<file path="config.mk">
export PLATFORM = sky130hd
export DESIGN_NAME = psum_acc_ctrl_flat
export DESIGN_NICKNAME = d
export VERILOG_FILES = /design/src/rtl/psum_acc_ctrl_pkg.sv /design/src/rtl/psum_acc_ctrl_if.sv /design/src/rtl/psum_acc_ctrl_lane_add.sv /design/src/rtl/psum_acc_ctrl.sv /design/src/flat_wrapper.sv
export SDC_FILE = /design/constraint.sdc
export NUM_CORES = 1
export LEC_CHECK = 0
export CORE_UTILIZATION = 49
export CTS_BUF_LIST = sky130_fd_sc_hd__clkbuf_16
export DETAILED_ROUTE_END_ITERATION = 12
export PLACE_DENSITY = 0.83
export SLEW_MARGIN = 20
export SYNTH_ARGS = -nofsm -noshare
export SYNTH_HDL_FRONTEND = slang
export SYNTH_SLANG_ARGS = --single-unit
</file>
<file path="constraint.sdc">
create_clock -name clk -period 7.1 [get_ports clk]
set_input_delay 2.13 -clock clk [delete_from_list [all_inputs] [get_ports clk]]
set_output_delay 2.13 -clock clk [all_outputs]
set_load 0.1 [all_outputs]
</file>
<file path="src/rtl/psum_acc_ctrl_pkg.sv">
// Shared types and default geometry for the corelet partial-sum path.
package corelet_pkg;

  typedef enum logic [1:0] {
    IDLE  = 2'd0,
    READ  = 2'd1,
    WRITE = 2'd2,
    DONE  = 2'd3
  } acc_state_t;

  localparam int PSUM_BW = 16;
  localparam int COL     = 8;
  localparam int N_OUT   = 16;
  localparam int N_KIJ   = 9;
  localparam int ADDR_W  = 9;

endpackage

</file>
<file path="src/rtl/psum_acc_ctrl_if.sv">
// Control, OFIFO and PMEM signals of the partial-sum accumulation controller.
interface psum_acc_ctrl_if
  import corelet_pkg::*;
#(
  parameter int col     = COL,
  parameter int psum_bw = PSUM_BW,
  parameter int addr_w  = ADDR_W
);

  logic                     start;
  logic [addr_w-1:0]        base_addr;
  logic                     relu_en;
  logic                     busy;
  logic                     done;

  logic                     ofifo_valid;
  logic [col*psum_bw-1:0]   ofifo_out;
  logic                     ofifo_rd;

  logic [col*psum_bw-1:0]   pmem_q;
  logic [addr_w-1:0]        pmem_addr;
  logic                     pmem_cen;
  logic                     pmem_wen;
  logic [col*psum_bw-1:0]   pmem_d;

  modport master (
    input  start, base_addr, relu_en, ofifo_valid, ofifo_out, pmem_q,
    output busy, done, ofifo_rd, pmem_addr, pmem_cen, pmem_wen, pmem_d
  );

  modport slave (
    output start, base_addr, relu_en, ofifo_valid, ofifo_out, pmem_q,
    input  busy, done, ofifo_rd, pmem_addr, pmem_cen, pmem_wen, pmem_d
  );

endinterface

</file>
<file path="src/rtl/psum_acc_ctrl_lane_add.sv">
// Lane-wise modular adder with optional per-lane ReLU clamp to zero.
module psum_lane_add #(
  parameter int col     = 8,
  parameter int psum_bw = 16
) (
  input  logic [col*psum_bw-1:0] a,
  input  logic [col*psum_bw-1:0] b,
  input  logic                   relu,
  output logic [col*psum_bw-1:0] sum
);

  for (genvar i = 0; i < col; i++) begin : g_lane
    logic [psum_bw-1:0] w_raw;

    // Carry out of the lane is dropped, so the sum wraps rather than saturates.
    assign w_raw = a[i*psum_bw +: psum_bw] + b[i*psum_bw +: psum_bw];
    assign sum[i*psum_bw +: psum_bw] = (relu && w_raw[psum_bw-1]) ? '0 : w_raw;
  end

endmodule

</file>
<file path="src/rtl/psum_acc_ctrl.sv">
// Valid-driven sequencer that folds OFIFO vectors into PMEM across all kij passes,
// two cycles per vector: pop + PMEM read, then add + PMEM write.
module psum_acc_ctrl
  import corelet_pkg::*;
#(
  parameter int col     = COL,
  parameter int psum_bw = PSUM_BW,
  parameter int n_out   = N_OUT,
  parameter int n_kij   = N_KIJ,
  parameter int addr_w  = ADDR_W
) (
  input  logic             clk,
  input  logic             reset,
  psum_acc_ctrl_if.master  bus
);

  localparam int ROW_W  = (n_out > 1) ? $clog2(n_out) : 1;
  localparam int PASS_W = (n_kij > 1) ? $clog2(n_kij) : 1;
  localparam int VEC_W  = col * psum_bw;

  localparam logic [ROW_W-1:0]  LAST_ROW  = ROW_W'(n_out - 1);
  localparam logic [PASS_W-1:0] LAST_PASS = PASS_W'(n_kij - 1);

  acc_state_t         r_state;
  logic [ROW_W-1:0]   r_row;
  logic [PASS_W-1:0]  r_pass;
  logic [addr_w-1:0]  r_base;
  logic               r_relu_en;
  logic [VEC_W-1:0]   r_acc;

  logic [addr_w-1:0]  w_addr;
  logic               w_pass_nz;
  logic               w_last_pass;
  logic [VEC_W-1:0]   w_addend;
  logic [VEC_W-1:0]   w_sum;

  assign w_addr      = r_base + addr_w'(r_row);
  assign w_pass_nz   = (r_pass != '0);
  assign w_last_pass = (r_pass == LAST_PASS);
  // First pass has nothing in PMEM yet, so the OFIFO vector is written as-is.
  assign w_addend    = w_pass_nz ? bus.pmem_q : '0;

  psum_lane_add #(
    .col     (col),
    .psum_bw (psum_bw)
  ) u_lane_add (
    .a    (r_acc),
    .b    (w_addend),
    .relu (r_relu_en && w_last_pass),
    .sum  (w_sum)
  );

  // NOTE: state registers use non-blocking assignments so every register in this
  // block sees the pre-edge values of the others, regardless of statement order.
  always_ff @(posedge clk) begin
    if (reset) begin
      r_state   <= IDLE;
      r_row     <= '0;
      r_pass    <= '0;
      r_base    <= '0;
      r_relu_en <= 1'b0;
      r_acc     <= '0;
    end else begin
      case (r_state)
        IDLE: begin
          if (bus.start) begin
            r_base    <= bus.base_addr;
            r_relu_en <= bus.relu_en;
            r_row     <= '0;
            r_pass    <= '0;
            r_state   <= READ;
          end
        end
        READ: begin
          if (bus.ofifo_valid) begin
            r_acc   <= bus.ofifo_out;
            r_state <= WRITE;
          end
        end
        WRITE: begin
          if (r_row != LAST_ROW) begin
            r_row   <= r_row + 1'b1;
            r_state <= READ;
          end else if (!w_last_pass) begin
            r_row   <= '0;
            r_pass  <= r_pass + 1'b1;
            r_state <= READ;
          end else begin
            r_state <= DONE;
          end
        end
        DONE:    r_state <= IDLE;
        default: r_state <= IDLE;
      endcase
    end
  end

  // NOTE: every output gets its idle value first, so no path through the case
  // leaves one unassigned and no latch is inferred. Outputs are decoded here
  // rather than registered because the OFIFO pop and PMEM read must happen in
  // the same cycle that ofifo_valid is seen.
  always_comb begin
    bus.ofifo_rd  = 1'b0;
    bus.pmem_cen  = 1'b1;
    bus.pmem_wen  = 1'b1;
    bus.pmem_addr = '0;
    bus.pmem_d    = '0;
    bus.busy      = 1'b0;
    bus.done      = 1'b0;
    if (!reset) begin
      bus.busy = (r_state != IDLE);
      case (r_state)
        READ: begin
          if (bus.ofifo_valid) begin
            bus.ofifo_rd = 1'b1;
            if (w_pass_nz) begin
              bus.pmem_cen  = 1'b0;
              bus.pmem_addr = w_addr;
            end
          end
        end
        WRITE: begin
          bus.pmem_cen  = 1'b0;
          bus.pmem_wen  = 1'b0;
          bus.pmem_addr = w_addr;
          bus.pmem_d    = w_sum;
        end
        DONE:    bus.done = 1'b1;
        default: ;
      endcase
    end
  end

endmodule

</file>
<file path="src/flat_wrapper.sv">
// flat-port wrapper written by rule: the top's interface ports become plain ports
module psum_acc_ctrl_flat import corelet_pkg::*;
#(
  parameter int col     = COL,
  parameter int psum_bw = PSUM_BW,
  parameter int n_out   = N_OUT,
  parameter int n_kij   = N_KIJ,
  parameter int addr_w  = ADDR_W
)
  (clk, reset, bus_start, bus_base_addr, bus_relu_en, bus_ofifo_valid, bus_ofifo_out, bus_pmem_q, bus_busy, bus_done, bus_ofifo_rd, bus_pmem_addr, bus_pmem_cen, bus_pmem_wen, bus_pmem_d);
  psum_acc_ctrl_if #(.col(col), .psum_bw(psum_bw), .addr_w(addr_w)) bus_i ();
  input  logic clk;
  input  logic reset;
  input wire logic [$bits(bus_i.start)-1:0] bus_start;
  input wire logic [$bits(bus_i.base_addr)-1:0] bus_base_addr;
  input wire logic [$bits(bus_i.relu_en)-1:0] bus_relu_en;
  input wire logic [$bits(bus_i.ofifo_valid)-1:0] bus_ofifo_valid;
  input wire logic [$bits(bus_i.ofifo_out)-1:0] bus_ofifo_out;
  input wire logic [$bits(bus_i.pmem_q)-1:0] bus_pmem_q;
  output wire logic [$bits(bus_i.busy)-1:0] bus_busy;
  output wire logic [$bits(bus_i.done)-1:0] bus_done;
  output wire logic [$bits(bus_i.ofifo_rd)-1:0] bus_ofifo_rd;
  output wire logic [$bits(bus_i.pmem_addr)-1:0] bus_pmem_addr;
  output wire logic [$bits(bus_i.pmem_cen)-1:0] bus_pmem_cen;
  output wire logic [$bits(bus_i.pmem_wen)-1:0] bus_pmem_wen;
  output wire logic [$bits(bus_i.pmem_d)-1:0] bus_pmem_d;
  assign bus_i.start = bus_start;
  assign bus_i.base_addr = bus_base_addr;
  assign bus_i.relu_en = bus_relu_en;
  assign bus_i.ofifo_valid = bus_ofifo_valid;
  assign bus_i.ofifo_out = bus_ofifo_out;
  assign bus_i.pmem_q = bus_pmem_q;
  assign bus_busy = bus_i.busy;
  assign bus_done = bus_i.done;
  assign bus_ofifo_rd = bus_i.ofifo_rd;
  assign bus_pmem_addr = bus_i.pmem_addr;
  assign bus_pmem_cen = bus_i.pmem_cen;
  assign bus_pmem_wen = bus_i.pmem_wen;
  assign bus_pmem_d = bus_i.pmem_d;
  psum_acc_ctrl #(.col(col), .psum_bw(psum_bw), .n_out(n_out), .n_kij(n_kij), .addr_w(addr_w)) u_core (.clk(clk), .reset(reset), .bus(bus_i));
endmodule
</file>
==> flow_summary_export.csv, run 1 <==
group,metric,value,unit
cts,cts_root_buffer,"clkbuf_16",
sta,drv_slew,0,
yosys,syn-cell-area,13500,um2
yosys,ys_warn_count,0,
sta,finalSetupTns,-17.5,ps
status,violations,"setup timing",
cts,tritoncts,"built",
global_routing,grt_max_degree,89,
setup_path,r2r_setup_slack,4420,ps
floorplanning,fp.dieW,168,um
placement,routabilityCongestion,0.990,
setup_path,crit_chain,"clkdlybuf4s50_1 > and2_4 > ha_4 > o21a_1 > o211ai_1 > o211ai_1 > a221oi_2 > buf_4 > mux2_4 > nor3_1 > buf_4 > buf_12",
sta,setup_ws,-17.5,ps
setup_path,crit_required,4970,ps
pwr,peakVddDrop,0.000153,V
global_routing,grt_pass1_wl,79100,um
global_routing,grt_util_all_layers,0.351,
global_routing,grt_pass1_vias,15600,
setup_path,cp_top_family,"buffers and inverters",
sta,holdWs,462,ps
sta,slew_headroom,0.322,
cts,clock_path_buffers,2,
floorplanning,core_area,27000,um2
hold_path,min_delay_worst_endpoint,"u_core.r_acc[6]$_SDFFE_PP0P_",
final_layout,final_common_cell,"nand2_1",
yosys,synth.largest_area_cell,"dfxtp_1",
cts,cts.sinks,148,
setup_path,start_kind,"primary input",
sta,worst_pin_slew,1020,ps
setup_path,cp_num_buf_inv,4,
sta,finalHoldViolations,0,
placement,dp_hpwl,38500,um
cts,ctsHtreeMaxLevel,4,
yosys,postSynthAreaPerCell,7.11,um2
sta,fin_skew,14.4,ps
sta,rsz0062_at_grt,"yes",
setup_path,worstPathMaxFanout,6,
pwr,powerDensity,169,nW/um2
hold_path,hp-class,"reg -> reg",
yosys,async_reset_ff_frac,0,
yosys,yosysSeqAreaShare,0.220,
floorplanning,die-area,28200,um2
detailed_routing,wirelength,52300,um
sta,fin_crit,7120,ps
yosys,synth_top_area_frac,0.220,
detailed_routing,drc,0,
hold_path,min_from,"u_core.r_acc[6]$_SDFFE_PP0P_",
final_layout,areaGrowthSynthToFinish,62.3,%
cts,clk_latency,440,ps
setup_path,critPathKind,"in -> out",
final_layout,final_cell_mix,"351 x nand2_1, 268 x clkdlybuf4s50_1, 219 x a21oi_1, 148 x dfxtp_1, 145 x buf_12",
floorplanning,die_y,168,um
sta,min_period_over_period,1.00,
floorplanning,io_pins,412,
detailed_routing,vias,16100,
yosys,synth_area_leaders,"dfxtp_1 22%, ha_1 12%, nand2_1 9.8%, a21oi_1 8.5%, and2_1 5.5%",
detailed_routing,via_per_inst,5.89,
flow_run,maxCapViolations,0,
detailed_routing,firstDrtPassIters,5,
yosys,synth_cell_type_count,81,
global_routing,antenna_found_initial,9,
sta,fmax,140,MHz
yosys,synthFlopType,"dfxtp_1",
detailed_routing,wire_per_inst,19.1,um
status,status,"finished with violations",
sta,setup_viol,1,
setup_path,timing.rr.end,"u_core.r_acc[91]$_SDFFE_PP0P_",
setup_path,rr_worst_depth,7,
placement,port_buffers,411,
setup_path,cp.arrival,4990,ps
pwr,p_leak,8.43,nW
yosys,synth_seq_cells,148,
setup_path,endpoint_kind,"primary output",
placement,preCtsSetupSlack,-157,ps
yosys,synth_enable_flop_cells,0,
floorplanning,initial_core_util,0.500,
setup_path,cp_slowest_cell,"clkdlybuf4s50_1",
yosys,syn_inst,1894,
setup_path,r2r_start,"u_core.r_state[1]$_SDFFE_PP0P_",
final_layout,nets,2790,
detailed_routing,drtIter0Drc,1351,
final_layout,fin_area,21900,um2
placement,place_area,20700,um2
detailed_routing,ant_nets,0,
yosys,syn_nets,2304,
floorplanning,row_count,60,
global_routing,overflow,0,
setup_path,slowest_delay,460,ps
cts,clk_pin_slew_worst_paths,60,ps
hold_path,holdPathStages,2,
final_layout,drive_gt1_frac,0.222,
cts,cts_buffers,17,
==> synth_stat cells, types with 6 or more instances <==
library cell  count
a21oi_1         230
o21bai_1          6
o21a_1           27
or3_1             9
o21ai_0          82
dfxtp_1         148
fa_1              9
o31a_1            7
nand2b_1         22
a211oi_1         40
a211o_1           6
nor4_1            7
and2_1          118
nor2_1          152
a21o_1           23
a31oi_1          17
xnor2_1          33
nor2b_1          29
nor3_1           69
nand4_1          16
o31ai_1           6
xor2_1           42
or2_2             8
buf_2            12
o211ai_1         14
nand3_1          24
nand2_1         352
inv_1            62
ha_1            131
clkbuf_1         69
mux2i_1           9
buf_1             6
==> power by group <==
part / total, mW / switching, mW / internal, mW / leakage (nW)
sequential: 1.04 / 0.0890 / 0.948 / 1.20
clock: 0.970 / 0.420 / 0.550 / 0.285
combinational: 1.68 / 1.02 / 0.664 / 6.95
==> repair_timing <==
item / CTS / global route
cloned: 1 / 0
resized for setup: 16 / 68
setup endpoints to repair: 25 / 73
endpoints found under the hold margin: 0 / 0
hold buffers: 0 / 0
setup buffers: 5 / 17
pin swaps: 12 / 29
==> sequential cells by signal (all words and copies together), names as in the netlist <==
signal / count
u_core.r_pass: 4
u_core.r_base: 9
u_core.r_acc: 128
u_core.r_relu_en: 1
u_core.r_row: 4
u_core.r_state: 2
==> kinds of logic (layout without fill, tap and decap cells) <==
group                    Yosys count  after routing  synth area share
adder cells (fa/ha/maj)          140            140             0.135
multiplexers                      16             17            0.0140
other                              0             10                 0
AO/OA/AOI/OAI                    515            515             0.239
AND/OR/NAND/NOR                  842            842             0.295
buffers and inverters            157            653            0.0473
flip-flops                       148            148             0.220
XOR/XNOR                          76             76            0.0500
==> how the worst max path moves through the flow <==
stage / startpoint / endpoint / slack [ps] / cells past startpoint
finish: bus_pmem_q[68] / bus_pmem_d[65] / -20 / 12
global route: bus_pmem_q[68] / bus_pmem_d[65] / -80 / 12
CTS: bus_pmem_q[105] / bus_pmem_d[105] / 2 / 11
detailed placement: bus_pmem_q[87] / bus_pmem_d[81] / -160 / 11
global placement: bus_pmem_q[82] / bus_pmem_d[81] / -90 / 11
floorplan: bus_pmem_q[73] / bus_pmem_d[65] / -1090 / 10
==> through the flow <==
step	std cells	total power, mW	utilization
floorplan	1894	2.07	-
global placement	2681	2.59	0.768
detailed placement	2681	2.64	0.768
CTS	2717	3.62	0.795
global route	2741	3.85	0.812
finish	2742	3.69	0.812
==> cell type report <==
class	count	area, um2
antenna	10	25.0
clock buffer	17	425
clock inverter	13	160
fill	1691	5080
inverter	63	236
multi-input combinational	1590	10900
sequential	148	2960
tap	341	427
timing repair buffer	560	6730
==> metal layers <==
metal	up-vias	wire (um)	global-route usage
met4	0	3530	0.211
li1	7601	-	-
met2	783	25600	0.628
met3	202	3630	0.0623
met5	-	0	0
met1	7554	19600	0.389
==> worst reg2reg max path, stage by stage (launching register included) <==
cell	delay (ps)
dfxtp_1	420
inv_1	100
ha_1	260
nand2_4	100
buf_4	460
buf_4	820
nand2_1	260
a21oi_1	190
No activity file was read; power rests on OpenSTA's default activity.
==> run 2, diff against run 1 <==
HOLD_SLACK_MARGIN = 0.08   (was unset)
==> results of run 2 <==
Same layout as run 1: the final DEF is identical, and so are final timing and power.
